$ cat src/rtl/ram_arbiter_pkg.sv
// ----------------------------------------------------------------------------
// ram_arbiter_pkg
// Shared widths, FSM state encodings, the captured-access payload and a
// small alignment helper for the instruction/data RAM arbiter.
// ----------------------------------------------------------------------------
package ram_arbiter_pkg;

   // Bus widths
   localparam int unsigned ADDR_W = 32;
   localparam int unsigned DATA_W = 32;
   localparam int unsigned SEL_W  = 4;

   // Byte-select value that marks a full-word access
   localparam logic [SEL_W-1:0] SEL_WORD = 4'b1111;

   // Arbiter FSM state encodings
   typedef enum logic [1:0] {
      ST_IDLE = 2'd0,
      ST_INST = 2'd1,
      ST_DATA = 2'd2,
      ST_ERR  = 2'd3
   } state_e;

   // Identity of the most recently granted requester
   typedef enum logic {
      GR_INST = 1'b0,
      GR_DATA = 1'b1
   } grant_e;

   // Access parameters latched at grant time; RAM outputs come only from here
   typedef struct packed {
      logic [ADDR_W-1:0] addr;
      logic [DATA_W-1:0] wdata;
      logic [SEL_W-1:0]  sel;
      logic              write;
   } access_t;

   // A word access must sit on a 4-byte boundary; narrower accesses are free
   function automatic logic is_misaligned(input logic [SEL_W-1:0] sel,
                                          input logic [1:0]       addr_lo);
      return (sel == SEL_WORD) && (addr_lo != 2'b00);
   endfunction

endpackage

$ cat src/rtl/ram_arbiter_if.sv
// ----------------------------------------------------------------------------
// ram_arbiter_if
// Bundles the instruction port, data port and RAM port of the arbiter.
//   slave  : arbiter view (takes requests, drives acks and the RAM strobe)
//   master : requester/RAM view (drives requests and RAM responses)
// ----------------------------------------------------------------------------
interface ram_arbiter_if;
   import ram_arbiter_pkg::*;

   // Instruction-fetch port
   logic              inst_req;
   logic [ADDR_W-1:0] inst_addr;
   logic              inst_ack;
   logic [DATA_W-1:0] inst_rdata;

   // Data load/store port
   logic              data_req;
   logic              data_write;
   logic [SEL_W-1:0]  data_sel;
   logic [ADDR_W-1:0] data_addr;
   logic [DATA_W-1:0] data_wdata;
   logic              data_ack;
   logic [DATA_W-1:0] data_rdata;
   logic              data_addr_err;

   // RAM port
   logic              ram_en;
   logic [SEL_W-1:0]  ram_write_en;
   logic [ADDR_W-1:0] ram_addr;
   logic [DATA_W-1:0] ram_write_data;
   logic [DATA_W-1:0] ram_read_data;
   logic              ram_ready;

   // Pipeline stall request
   logic              stall_req;

   modport slave (
      input  inst_req, inst_addr,
      input  data_req, data_write, data_sel, data_addr, data_wdata,
      input  ram_read_data, ram_ready,
      output inst_ack, inst_rdata,
      output data_ack, data_rdata, data_addr_err,
      output ram_en, ram_write_en, ram_addr, ram_write_data,
      output stall_req
   );

   modport master (
      output inst_req, inst_addr,
      output data_req, data_write, data_sel, data_addr, data_wdata,
      output ram_read_data, ram_ready,
      input  inst_ack, inst_rdata,
      input  data_ack, data_rdata, data_addr_err,
      input  ram_en, ram_write_en, ram_addr, ram_write_data,
      input  stall_req
   );

endinterface

$ cat src/rtl/ram_arbiter.sv
// ----------------------------------------------------------------------------
// ram_arbiter
// Shares one single-ported RAM between an instruction-fetch port and a
// data load/store port. One access at a time; the RAM is driven only from
// values latched at grant. Misaligned word accesses are answered with an
// error ack without touching the RAM.
//
// Parameters
//   DATA_FIRST : 1 = data always wins a tie, 0 = ties alternate
// Ports
//   clk   : clock, rising edge
//   rst_n : asynchronous active-low reset
//   bus   : ram_arbiter_if.slave (request ports, RAM port, stall_req)
// ----------------------------------------------------------------------------
module ram_arbiter
   import ram_arbiter_pkg::*;
#(
   parameter bit DATA_FIRST = 1'b1
) (
   input  logic         clk,
   input  logic         rst_n,
   ram_arbiter_if.slave bus
);

   state_e            r_state;
   state_e            w_state_nxt;
   grant_e            r_last;
   access_t           r_acc;
   access_t           w_acc_nxt;

   logic              w_inst_pend;
   logic              w_data_pend;
   logic              w_grant_inst;
   logic              w_grant_data;
   logic              w_misaligned;
   logic              w_inst_done;
   logic              w_data_done;
   logic [SEL_W-1:0]  w_ram_we_nxt;

   logic              r_inst_ack;
   logic              r_data_ack;
   logic              r_addr_err;
   logic              r_ram_en;
   logic [SEL_W-1:0]  r_ram_we;
   logic [DATA_W-1:0] r_inst_rdata;
   logic [DATA_W-1:0] r_data_rdata;

   assign w_misaligned = is_misaligned(bus.data_sel, bus.data_addr[1:0]);
   assign w_inst_done  = (r_state == ST_INST) && bus.ram_ready;
   assign w_data_done  = (r_state == ST_DATA) && bus.ram_ready;

   // FSM state register
   always_ff @(posedge clk or negedge rst_n) begin
      if (!rst_n) begin
         r_state <= ST_IDLE;
      end else begin
         r_state <= w_state_nxt;
      end
   end

   // Arbitration, next state and next RAM-side values
   always_comb begin
      w_state_nxt  = r_state;
      w_grant_inst = 1'b0;
      w_grant_data = 1'b0;
      w_acc_nxt    = r_acc;
      w_ram_we_nxt = '0;
      // A requester whose ack is high this cycle is finished; its req
      // still being high must not start a second service.
      w_inst_pend  = bus.inst_req & ~r_inst_ack;
      w_data_pend  = bus.data_req & ~r_data_ack;

      case (r_state)
         ST_IDLE: begin
            if (w_inst_pend && w_data_pend) begin
               if (DATA_FIRST || (r_last == GR_INST)) begin
                  w_grant_data = 1'b1;
               end else begin
                  w_grant_inst = 1'b1;
               end
            end else if (w_data_pend) begin
               w_grant_data = 1'b1;
            end else if (w_inst_pend) begin
               w_grant_inst = 1'b1;
            end

            if (w_grant_data) begin
               w_state_nxt = w_misaligned ? ST_ERR : ST_DATA;
            end else if (w_grant_inst) begin
               w_state_nxt = ST_INST;
            end
         end
         ST_INST, ST_DATA: begin
            if (bus.ram_ready) begin
               w_state_nxt = ST_IDLE;
            end
         end
         ST_ERR: begin
            w_state_nxt = ST_IDLE;
         end
         default: begin
            w_state_nxt = ST_IDLE;
         end
      endcase

      if (w_grant_inst) begin
         w_acc_nxt = '{addr: bus.inst_addr, wdata: '0, sel: '0, write: 1'b0};
      end else if (w_grant_data) begin
         w_acc_nxt = '{addr:  bus.data_addr,
                       wdata: bus.data_wdata,
                       sel:   bus.data_sel,
                       write: bus.data_write};
      end

      if ((w_state_nxt == ST_DATA) && w_acc_nxt.write) begin
         w_ram_we_nxt = w_acc_nxt.sel;
      end
   end

   // Latched access, RAM strobes, acks and read-data holding registers
   always_ff @(posedge clk or negedge rst_n) begin
      if (!rst_n) begin
         r_acc        <= '0;
         r_last       <= GR_INST;
         r_ram_en     <= 1'b0;
         r_ram_we     <= '0;
         r_inst_ack   <= 1'b0;
         r_data_ack   <= 1'b0;
         r_addr_err   <= 1'b0;
         r_inst_rdata <= '0;
         r_data_rdata <= '0;
      end else begin
         r_acc      <= w_acc_nxt;
         r_ram_en   <= (w_state_nxt == ST_INST) || (w_state_nxt == ST_DATA);
         r_ram_we   <= w_ram_we_nxt;
         r_inst_ack <= w_inst_done;
         r_data_ack <= w_data_done || (r_state == ST_ERR);
         r_addr_err <= (r_state == ST_ERR);

         if (w_grant_inst) begin
            r_last <= GR_INST;
         end else if (w_grant_data) begin
            r_last <= GR_DATA;
         end

         if (w_inst_done) begin
            r_inst_rdata <= bus.ram_read_data;
         end
         if (w_data_done) begin
            r_data_rdata <= bus.ram_read_data;
         end
      end
   end

   assign bus.inst_ack       = r_inst_ack;
   assign bus.inst_rdata     = r_inst_rdata;
   assign bus.data_ack       = r_data_ack;
   assign bus.data_rdata     = r_data_rdata;
   assign bus.data_addr_err  = r_addr_err;
   assign bus.ram_en         = r_ram_en;
   assign bus.ram_write_en   = r_ram_we;
   assign bus.ram_addr       = r_acc.addr;
   assign bus.ram_write_data = r_acc.wdata;

   // Stall while either requester is waiting; drops in its own ack cycle
   assign bus.stall_req = (bus.inst_req & ~r_inst_ack) |
                          (bus.data_req & ~r_data_ack);

endmodule

$ cat src/flat_wrapper.sv
// flat-port wrapper written by rule: the top's interface ports become plain ports
module ram_arbiter_flat import ram_arbiter_pkg::*;
#(
   parameter bit DATA_FIRST = 1'b1
)
  (clk, rst_n, bus_inst_req, bus_inst_addr, bus_data_req, bus_data_write, bus_data_sel, bus_data_addr, bus_data_wdata, bus_ram_read_data, bus_ram_ready, bus_inst_ack, bus_inst_rdata, bus_data_ack, bus_data_rdata, bus_data_addr_err, bus_ram_en, bus_ram_write_en, bus_ram_addr, bus_ram_write_data, bus_stall_req);
  ram_arbiter_if bus_i ();
  input  logic clk;
  input  logic rst_n;
  input wire logic [$bits(bus_i.inst_req)-1:0] bus_inst_req;
  input wire logic [$bits(bus_i.inst_addr)-1:0] bus_inst_addr;
  input wire logic [$bits(bus_i.data_req)-1:0] bus_data_req;
  input wire logic [$bits(bus_i.data_write)-1:0] bus_data_write;
  input wire logic [$bits(bus_i.data_sel)-1:0] bus_data_sel;
  input wire logic [$bits(bus_i.data_addr)-1:0] bus_data_addr;
  input wire logic [$bits(bus_i.data_wdata)-1:0] bus_data_wdata;
  input wire logic [$bits(bus_i.ram_read_data)-1:0] bus_ram_read_data;
  input wire logic [$bits(bus_i.ram_ready)-1:0] bus_ram_ready;
  output wire logic [$bits(bus_i.inst_ack)-1:0] bus_inst_ack;
  output wire logic [$bits(bus_i.inst_rdata)-1:0] bus_inst_rdata;
  output wire logic [$bits(bus_i.data_ack)-1:0] bus_data_ack;
  output wire logic [$bits(bus_i.data_rdata)-1:0] bus_data_rdata;
  output wire logic [$bits(bus_i.data_addr_err)-1:0] bus_data_addr_err;
  output wire logic [$bits(bus_i.ram_en)-1:0] bus_ram_en;
  output wire logic [$bits(bus_i.ram_write_en)-1:0] bus_ram_write_en;
  output wire logic [$bits(bus_i.ram_addr)-1:0] bus_ram_addr;
  output wire logic [$bits(bus_i.ram_write_data)-1:0] bus_ram_write_data;
  output wire logic [$bits(bus_i.stall_req)-1:0] bus_stall_req;
  assign bus_i.inst_req = bus_inst_req;
  assign bus_i.inst_addr = bus_inst_addr;
  assign bus_i.data_req = bus_data_req;
  assign bus_i.data_write = bus_data_write;
  assign bus_i.data_sel = bus_data_sel;
  assign bus_i.data_addr = bus_data_addr;
  assign bus_i.data_wdata = bus_data_wdata;
  assign bus_i.ram_read_data = bus_ram_read_data;
  assign bus_i.ram_ready = bus_ram_ready;
  assign bus_inst_ack = bus_i.inst_ack;
  assign bus_inst_rdata = bus_i.inst_rdata;
  assign bus_data_ack = bus_i.data_ack;
  assign bus_data_rdata = bus_i.data_rdata;
  assign bus_data_addr_err = bus_i.data_addr_err;
  assign bus_ram_en = bus_i.ram_en;
  assign bus_ram_write_en = bus_i.ram_write_en;
  assign bus_ram_addr = bus_i.ram_addr;
  assign bus_ram_write_data = bus_i.ram_write_data;
  assign bus_stall_req = bus_i.stall_req;
  ram_arbiter #(.DATA_FIRST(DATA_FIRST)) u_core (.clk(clk), .rst_n(rst_n), .bus(bus_i));
endmodule
$ cat config.mk
export PLATFORM = sky130hd
export DESIGN_NAME = ram_arbiter_flat
export DESIGN_NICKNAME = d
export VERILOG_FILES = /design/src/rtl/ram_arbiter_pkg.sv /design/src/rtl/ram_arbiter_if.sv /design/src/rtl/ram_arbiter.sv /design/src/flat_wrapper.sv
export SDC_FILE = /design/constraint.sdc
export NUM_CORES = 1
export LEC_CHECK = 0
export BUFFER_PORTS_ARGS = -buffer_cell sky130_fd_sc_hd__buf_2
export CAP_MARGIN = 20
export CORE_UTILIZATION = 48
export CTS_BUF_LIST = sky130_fd_sc_hd__clkbuf_4 sky130_fd_sc_hd__clkbuf_8
export CTS_CLUSTER_DIAMETER = 30
export DETAILED_ROUTE_END_ITERATION = 8
export HOLD_SLACK_MARGIN = 0.15
export MAX_ROUTING_LAYER = met4
export PLACE_DENSITY_LB_ADDON = 0.12
export REMOVE_ABC_BUFFERS = 1
export SYNTH_ARGS = -nofsm -noshare
export SYNTH_HDL_FRONTEND = slang
export SYNTH_SLANG_ARGS = --single-unit
$ cat constraint.sdc
create_clock -name clk -period 2.4 [get_ports clk]
set_clock_uncertainty 0.05 [all_clocks]
set_input_delay 0.24 -clock clk [delete_from_list [all_inputs] [get_ports clk]]
set_output_delay 0.24 -clock clk [all_outputs]
set_load 0.005 [all_outputs]
# After elaboration in Yosys (flattened, before gate mapping)
# Index checks and enable logic that the tools add are counted.
[word_totals]
regBits = 143
[classes]
eq_ne = 6
bitwise = 5
n_mux = 17
reduce_logical = 11
[ops]
columns = ["op", "n"]
rows = [
  ["$mux W69", 2],
  ["$mux W1", 10],
  ["$eq A2 B2 Y1 const B", 3],
  ["$mux W2", 3],
  ["$pmux W2 S3", 1],
  ["$logic_and A1 B1 Y1", 5],
  ["$eq A2 B1 Y1 const B", 2],
  ["$eq A4 B4 Y1 const B", 1],
  ["$mux W4", 1],
  ["$reduce_bool A2 Y1", 2],
  ["$and A1 B1 Y1", 2],
  ["$logic_not A2 Y1", 1],
  ["$logic_or A1 B1 Y1", 2],
  ["$not A1 Y1", 2],
  ["$reduce_or A2 Y1", 1],
  ["$or A1 B1 Y1", 1],
]

# Logic depth before layout (Yosys ltp)
# Gate-level depths: netlist (run 1).
[depth]
depth_word = 12
ltp_mapped = 8
mapped_depth_nobuf = 8

# Least setup slack after synthesis (run 1)
# No wires, ideal clock.
[synth_path]
path_kind = "flip-flop to flip-flop"
from = "register u_core.r_state[0]"
to = "register u_core.r_ram_we[0] (netlist: u_core.bus.ram_write_en[0])"
synth_period_minus_slack_ps = 1879
setup_time_ps = 122
path_buffers = 0
t_required_ps = 2228
arrival_time_ps = 1706
stages_incl_launch_ff = 9
path_slack_ps = 521
cell_sequence = "dfrtp_1 > inv_1 > ha_1 > nor2b_1 > nor2_1 > or3_1 > ha_1 > or3b_4 > nor2_1"
[synth_between]
elab_chain_len = 6
elab_cells_between_ends = 16
[synth_lines]
columns = ["item", "line", "text"]
rows = [
  ["start: declaration", "ram_arbiter.sv:25", "state_e r_state;"],
  ["start signal: assignment", "ram_arbiter.sv:57", "r_state <= w_state_nxt;"],
  ["$eq A2 B2 Y1 (tied with other cells)", "ram_arbiter.sv:73", "case (r_state)"],
  ["$reduce_or A2 Y1 (tied with other cells)", "ram_arbiter.sv:73", ""],
  ["$pmux W2 S3 / $mux W69 (equally long branches)", "ram_arbiter.sv:73, ram_arbiter.sv:108", ""],
  ["$eq A2 B2 Y1 / $mux W69 (equally long branches)", "ram_arbiter.sv:115, ram_arbiter.sv:106", ""],
  ["$logic_and A1 B1 Y1", "ram_arbiter.sv:115", "if ((w_state_nxt == ST_DATA) && w_acc_nxt.write) begin"],
  ["$mux W4 (*)", "ram_arbiter.sv:115", ""],
  ["net u_core.w_ram_we_nxt[0]", "ram_arbiter.sv:38", "logic [SEL_W-1:0] w_ram_we_nxt;"],
  ["end signal: assignment", "ram_arbiter.sv:135", "r_ram_we <= w_ram_we_nxt;"],
  ["end: declaration", "ram_arbiter.sv:44", "logic [SEL_W-1:0] r_ram_we;"],
]
# Mark *: on every way through the listed nets, which the timed path passes. The rest lies on a longest branch. The select of a mux whose other input is x is not followed.
# A chain may end at the register's enable or synchronous reset.

# Final worst setup path (run 1)
[layout_path]
from = "register u_core.r_state[1]"
to = "register u_core.r_acc (netlist bit u_core.bus.ram_addr[8])"
[layout_between]
elab_chain_len = 3
elab_cells_between_ends = 5
[layout_lines]
columns = ["item", "line", "text"]
rows = [
  ["$logic_not A2 Y1 (*)", "ram_arbiter.sv:73", ""],
  ["$mux W1", "ram_arbiter.sv:73", ""],
  ["$mux W69 / $reduce_bool A2 Y1 (equally long branches)", "--", ""],
  ["end signal: assignment", "ram_arbiter.sv:133", "r_acc <= w_acc_nxt;"],
  ["end: declaration", "ram_arbiter.sv:28", "access_t r_acc;"],
]
# Mark *: on every way between the ends. The rest lies on a longest branch, timed or not.

==> metrics.txt, run 1 <==
hold_ws=0.350 ns; Final Hold Vio Count=0; Synth Warn #=0; WL met2=8500 µm; antenna diode count=0; Worst Hold Class=input port to async pin; clock slew at reported path FFs=0.07 ns; Worst slew margin=55.7%; Die X-Extent=114 µm; Critical Path End=u_core.bus.ram_addr[8]$_DFFE_PN0P_; CP Launch Point=u_core.r_state[1]$_DFF_PN0_; grt total ovfl=0; reg2reg start=u_core.r_state[1]$_DFF_PN0_; Clk Latency, worst-skew pair=0.43 ns; slowest stage delay, CP=0.55 ns; setup TNS=0 ns; P&R area growth vs syn=47.2%; register bit total from synthesis=143; drt pass-1 iters=6; sequential share of the synthesized area=59.9%; fin crit period=2.21 ns; fin util=72.9%; slowest cell on the critical path=dlygate4sd3_1; largest net degree at the start of global routing=72; Unique masters post-synth=28; Max VDD drop=0.703 mV; Fill cells=785; Cell Area, Synth=0.00597 mm²; EDFF count, synth=0; Inst Count DP=828; H-tree levels=4; final number of setup-violating endpoints=0; Placer Congestion=0.773; die area=0.0129 mm²; DRC viols=0; period utilization=92.0%; number of DRC markers in iteration 0=305; CP dominant cell by count=nand2_1; RSZ-0062 raised after global routing=no; post-route cell area=0.00879 mm²; max-slew violations=0; Least-Margin Pin Slew=0.664 ns; Post-Synthesis Cells=468; f_max=453 MHz; Post-DRT Antenna Nets=0; core area=0.0121 mm²; routed length per placed instance=17.1 µm; clock buffer depth=2; Num CTS Buffers=17; max cap viols=0; Post-CTS Resized=0; initial antenna violation count=0; RR Endpoint=u_core.bus.ram_addr[8]$_DFFE_PN0P_; Initial Util=49.5%; Post-Route WL=17000 µm; Die H=114 µm; P per Cell Area=1110 mW/mm²; first-pass GRT wire length=26000 µm; CP required=2.72 ns; Worst setup SP type=flip-flop; Worst path depth=7; syn avg cell area=12.8 µm²; I/O pins=275; CTS tree=built; non-filler cells, final=995; Detailed Place HPWL=10200 µm; vias in the first global route=5263; cell leakage power=4.53 nW; R2R depth=7; Metal-1 WL=6560 µm; FF+latch area=0.00358 mm²; Root Buffer=clkbuf_8; Met3 Wirelength=1270 µm; area of the multi-input gates=0.00178 mm²; ys async rst share=100%; All-Layer GR Usage=27.3%; CP Class=flip-flop to flip-flop; CP top delay family=buffers and inverters; number of port buffers=274; CP arrival=2.53 ns; Highest Signal Layer=met4; Final nets=959; Rows=40; reg2reg setup slack=0.19 ns; Crit. End Element=flip-flop; CP max FO=68; DP Area=0.00706 mm²; routed vias/inst=5.00; DR vias=4979; layout cells sized above 1=46.1%; Buf/Inv on CP=3; clk sinks=143; status=completed; worst-path cell chain=inv_1 > ha_1 > and3b_2 > buf_12 > nand2_1 > nand2_1 > dlygate4sd3_1; most common flop cell mapped by yosys=dfrtp_1
-- per-stage QoR --
step           total power, mW  setup WS [ns]
2_1_floorplan             5.93         -0.834
3_3_place_gp              7.61          0.426
3_5_place_dp              7.75          0.376
4_1_cts                   9.77          0.229
5_1_grt                   10.4         0.0621
6_report                  9.80          0.192
-- per-layer routing --
metal  global-route usage, %  up-vias
li1                        -     2245
met1                    29.2     2405
met2                    46.4      280
met3                    7.23       49
met4                    14.5        0
met5                       -        -
-- power breakdown --
group | internal [mW] | switching [mW] | leakage [nW] | total [mW]
clock network | 0.963 | 0.819 | 0.199 | 1.78
logic | 2.05 | 1.87 | 2.57 | 3.92
registers | 3.53 | 0.565 | 1.76 | 4.09
total | 6.54 | 3.26 | 4.53 | 9.80
-- synthesized netlist by cell type, types with 2 or more instances --
cell type	instances	area, µm²
nand2b_1	2	12.5
inv_1	6	22.5
dfrtp_1	143	3580
ha_1	6	75.1
a222oi_1	2	20.0
nor2b_1	3	18.8
mux2_2	64	721
buf_2	17	85.1
a22oi_1	30	225
o21ai_0	2	10.0
buf_4	65	488
a22o_1	33	289
nand2_1	64	240
nor2_1	9	33.8
mux2i_1	4	40.0
clkbuf_1	6	22.5
-- state kept, by name, summed over array words and instances, names as in the netlist --
register	count
u_core.bus.data_ack	1
u_core.bus.data_addr_err	1
u_core.bus.data_rdata	32
u_core.bus.inst_ack	1
u_core.bus.inst_rdata	32
u_core.bus.ram_addr	32
u_core.bus.ram_en	1
u_core.bus.ram_write_data	32
u_core.bus.ram_write_en	4
u_core.r_acc	5
u_core.r_state	2
-- cells by family (layout without fill, tap and decap cells) --
group | after synthesis | count (layout) | share of synthesized area, %
adder cells (fa/ha/maj) | 6 | 6 | 1.26
AO/OA/AOI/OAI | 70 | 70 | 9.45
buffers and inverters | 95 | 454 | 10.5
AND/OR/NAND/NOR | 86 | 86 | 6.10
multiplexers | 68 | 68 | 12.7
flip-flops | 143 | 143 | 59.9
-- what timing repair did --
item,in CTS,in global routing
hold buffers,136,0
hold endpoints to repair,208,0
setup buffers,0,0
-- worst min path at each step --
stage / endpoint / slack, ns / cells past startpoint
4_1_cts: u_core.r_state[1]$_DFF_PN0_ / 0.33 / 5
5_1_grt: u_core.r_state[1]$_DFF_PN0_ / 0.40 / 5
2_1_floorplan: u_core.bus.data_ack$_DFF_PN0_ / -0.11 / 0
3_3_place_gp: u_core.bus.data_rdata[10]$_DFFE_PN0P_ / 0.25 / 1
3_5_place_dp: u_core.bus.data_rdata[28]$_DFFE_PN0P_ / 0.25 / 1
6_report: u_core.bus.data_rdata[19]$_DFFE_PN0P_ / 0.35 / 2
-- layout by cell type, fill, tap and decap left out, types with 2 or more instances in the layout --
| cell | Yosys | layout |
|---|---|---|
| dfrtp_1 | 143 | 143 |
| ha_1 | 6 | 6 |
| a222oi_1 | 2 | 2 |
| mux2i_1 | 4 | 4 |
| nor2b_1 | 3 | 3 |
| buf_12 | 0 | 3 |
| buf_2 | 17 | 273 |
| inv_1 | 6 | 6 |
| buf_4 | 65 | 4 |
| a22o_1 | 33 | 33 |
| dlygate4sd3_1 | 0 | 136 |
| nor2_1 | 9 | 9 |
| clkinv_2 | 0 | 4 |
| clkbuf_4 | 0 | 4 |
| nand2_1 | 64 | 64 |
| a22oi_1 | 30 | 30 |
| nand2b_1 | 2 | 2 |
| clkbuf_8 | 0 | 21 |
| mux2_2 | 64 | 64 |
| o21ai_0 | 2 | 2 |
-- final cells by class --
class	count	area share [%]
flip-flops and latches	143	40.7
repair buffers	417	32.2
multi-input cells	230	20.2
clock buffers	25	3.63
well taps	168	2.39
clock inverters	6	0.655
inverters	6	0.256
No activity file was read; power rests on OpenSTA's default activity.
==> run 2, diff against run 1 <==
--- a/config.mk
+++ b/config.mk
@@ -7,6 +7,7 @@
 export LEC_CHECK = 0
 export BUFFER_PORTS_ARGS = -buffer_cell sky130_fd_sc_hd__buf_2
 export CAP_MARGIN = 20
+export CORE_ASPECT_RATIO = 1.4
 export CORE_UTILIZATION = 48
 export CTS_BUF_LIST = sky130_fd_sc_hd__clkbuf_4 sky130_fd_sc_hd__clkbuf_8
 export CTS_CLUSTER_DIAMETER = 30
==> metrics.txt, run 2 (same netlist as run 1, synthesis figures left out) <==
reg2reg start=u_core.r_state[0]$_DFF_PN0_; H-tree levels=4 (unchanged); number of port buffers=274 (unchanged); initial antenna violation count=1 (+1); max cap viols=0 (unchanged); core area=0.0120 mm² (-0.54%); cell leakage power=4.56 nW (+0.68%); clock slew at reported path FFs=0.07 ns (about the same); P per Cell Area=1150 mW/mm² (+3.2%); CP required=2.70 ns (-0.02 ns); RR Endpoint=u_core.bus.ram_addr[11]$_DFFE_PN0P_; most frequent cells in the layout=buf_2 (273), dfrtp_1 (143), dlygate4sd3_1 (135); CP dominant cell by count=nand2_1; Placer Congestion=0.787 (+1.7%); Final Hold Vio Count=0 (unchanged); Seq pwr share=40.4% (-1.4 points); DR vias=4989 (+0.20%); fin crit period=2.21 ns (+0.00162 ns); Clk Latency, worst-skew pair=0.43 ns (about the same); hold_sp=bus_data_req; Initial Util=49.8% (+0.27 points); Worst setup SP type=flip-flop; layout cells sized above 1=46.3% (+0.25 points); power share of the clock group=20.6% (+2.4 points); routed vias/inst=5.11 (+2.0%); P_sw=3.29 mW (+1.0%); Fill cells=786 (+0.13%); most common cell after layout, fill and taps aside=buf_2; die area=0.0129 mm² (about the same); sw frac=32.4% (-0.85 points); DRC viols=0 (unchanged); CP max FO=21 (-69%); Critical Path End=u_core.bus.ram_addr[11]$_DFFE_PN0P_; P&R area growth vs syn=47.8%; f_max=453 MHz (about the same); Num CTS Buffers=17 (unchanged); slowest stage delay, CP=0.57 ns (+0.02 ns); fin util=73.6% (+0.69 points); period utilization=92.1% (about the same); Root Buffer=clkbuf_8; Final nets=962 (+0.31%); clock buffer depth=2 (unchanged); final number of setup-violating endpoints=0 (unchanged); Post-CTS Resized=0 (unchanged); Die X-Extent=96.3 µm (-15%); DP Area=0.00703 mm² (-0.30%); max-slew violations=0 (unchanged); Detailed Place HPWL=10700 µm (+5.0%); Rows=47 (+18%); area of the multi-input gates=0.00178 mm² (unchanged); CP Launch Point=u_core.r_state[0]$_DFF_PN0_; hold path depth=5; CTS tree=built; Worst Hold Class=input port to flip-flop; slowest cell on the critical path=dlygate4sd3_1; Least-Margin Pin Slew=0.782 ns (+0.118 ns); cts hold-fix bufs=135 (-0.74%); CP top delay family=buffers and inverters; post-CTS setup buffer count=0 (unchanged); Worst slew margin=47.6% (-8.1 points); reg2reg setup slack=0.19 ns (about the same); Max VDD drop=0.676 mV (-3.7%); Post-DRT Antenna Nets=0 (unchanged); post-route cell area=0.00883 mm² (+0.40%); I/O pins=275 (unchanged); combinational share of power=39.0% (-1.0 points); vias in the first global route=5519 (+4.9%); total power=10.2 mW (+3.7%); cell-internal power=6.87 mW (+5.0%); All-Layer GR Usage=28.0% (+0.68 points); number of DRC markers in iteration 0=205 (-33%); RSZ-0062 raised after global routing=no; Die H=134 µm (+18%); CP Class=flip-flop to flip-flop; Buf/Inv on CP=3 (unchanged); routed length per placed instance=17.6 µm (+2.9%); worst-path cell chain=inv_1 > ha_1 > and3b_2 > buf_4 > nand2_1 > nand2_1 > dlygate4sd3_1; first-pass GRT wire length=26100 µm (+0.64%); CP arrival=2.51 ns (-0.02 ns); status=completed; Crit. End Element=flip-flop; largest net degree at the start of global routing=59 (-18%); Worst path depth=7 (unchanged); hold_ws=0.212 ns (-0.138 ns); R2R depth=7 (unchanged); Post-Route WL=17200 µm (+1.0%); drt pass-1 iters=5 (-1); FF+latch area=0.00358 mm² (unchanged); grt total ovfl=0 (unchanged); clk sinks=143 (unchanged)
run 2: metal layers:
layer | GRT usage (%) | part of all wire (%)
met5 | - | 0
met4 | 13.2 | 3.7
met3 | 7.26 | 7.9
met2 | 49.2 | 52
met1 | 28.1 | 37
run 2: power by group through the flow:
stage	clock network (mW)	registers (mW)	logic [mW]
finish	2.10	4.10	3.96
global route	2.24	4.23	4.34
CTS	2.15	4.07	3.94
detailed placement	0	4.10	3.65
global placement	0	4.06	3.54
floorplan	0	4.18	1.75
run 2: how the worst min path moves through the flow:
stage                                                end  slack [ns]
finish                       u_core.r_state[1]$_DFF_PN0_        0.21
global route                 u_core.r_state[1]$_DFF_PN0_        0.21
CTS                          u_core.r_state[1]$_DFF_PN0_        0.18
detailed placement  u_core.bus.data_rdata[2]$_DFFE_PN0P_        0.16
global placement    u_core.bus.inst_rdata[2]$_DFFE_PN0P_        0.15
floorplan                  u_core.bus.data_ack$_DFF_PN0_       -0.11
run 2: through the flow:
stage	std cells	setup slack, ns	setup TNS [ns]
4_1_cts	976	0.238	0
5_1_grt	977	0.0586	0
3_3_place_gp	811	0.411	0
3_5_place_dp	811	0.336	0
2_1_floorplan	379	-0.834	-50.17
6_report	977	0.190	0
run 2: layout make-up:
type	instances	share of cell area [%]
Clock inverter	9	1.79
Clock buffer	21	3.20
Antenna cell	1	0.0283
Multi-Input combinational cell	230	20.1
Tap cell	147	2.08
Sequential cell	143	40.5
Inverter	6	0.255
Timing Repair Buffer	420	32.0
run 2: worst min-delay path, stage by stage:
cell and delay [ns]:
buf_2 0.09, nand2b_1 0.07, o21ai_0 0.08, nand2_1 0.05
o21ai_0 0.10
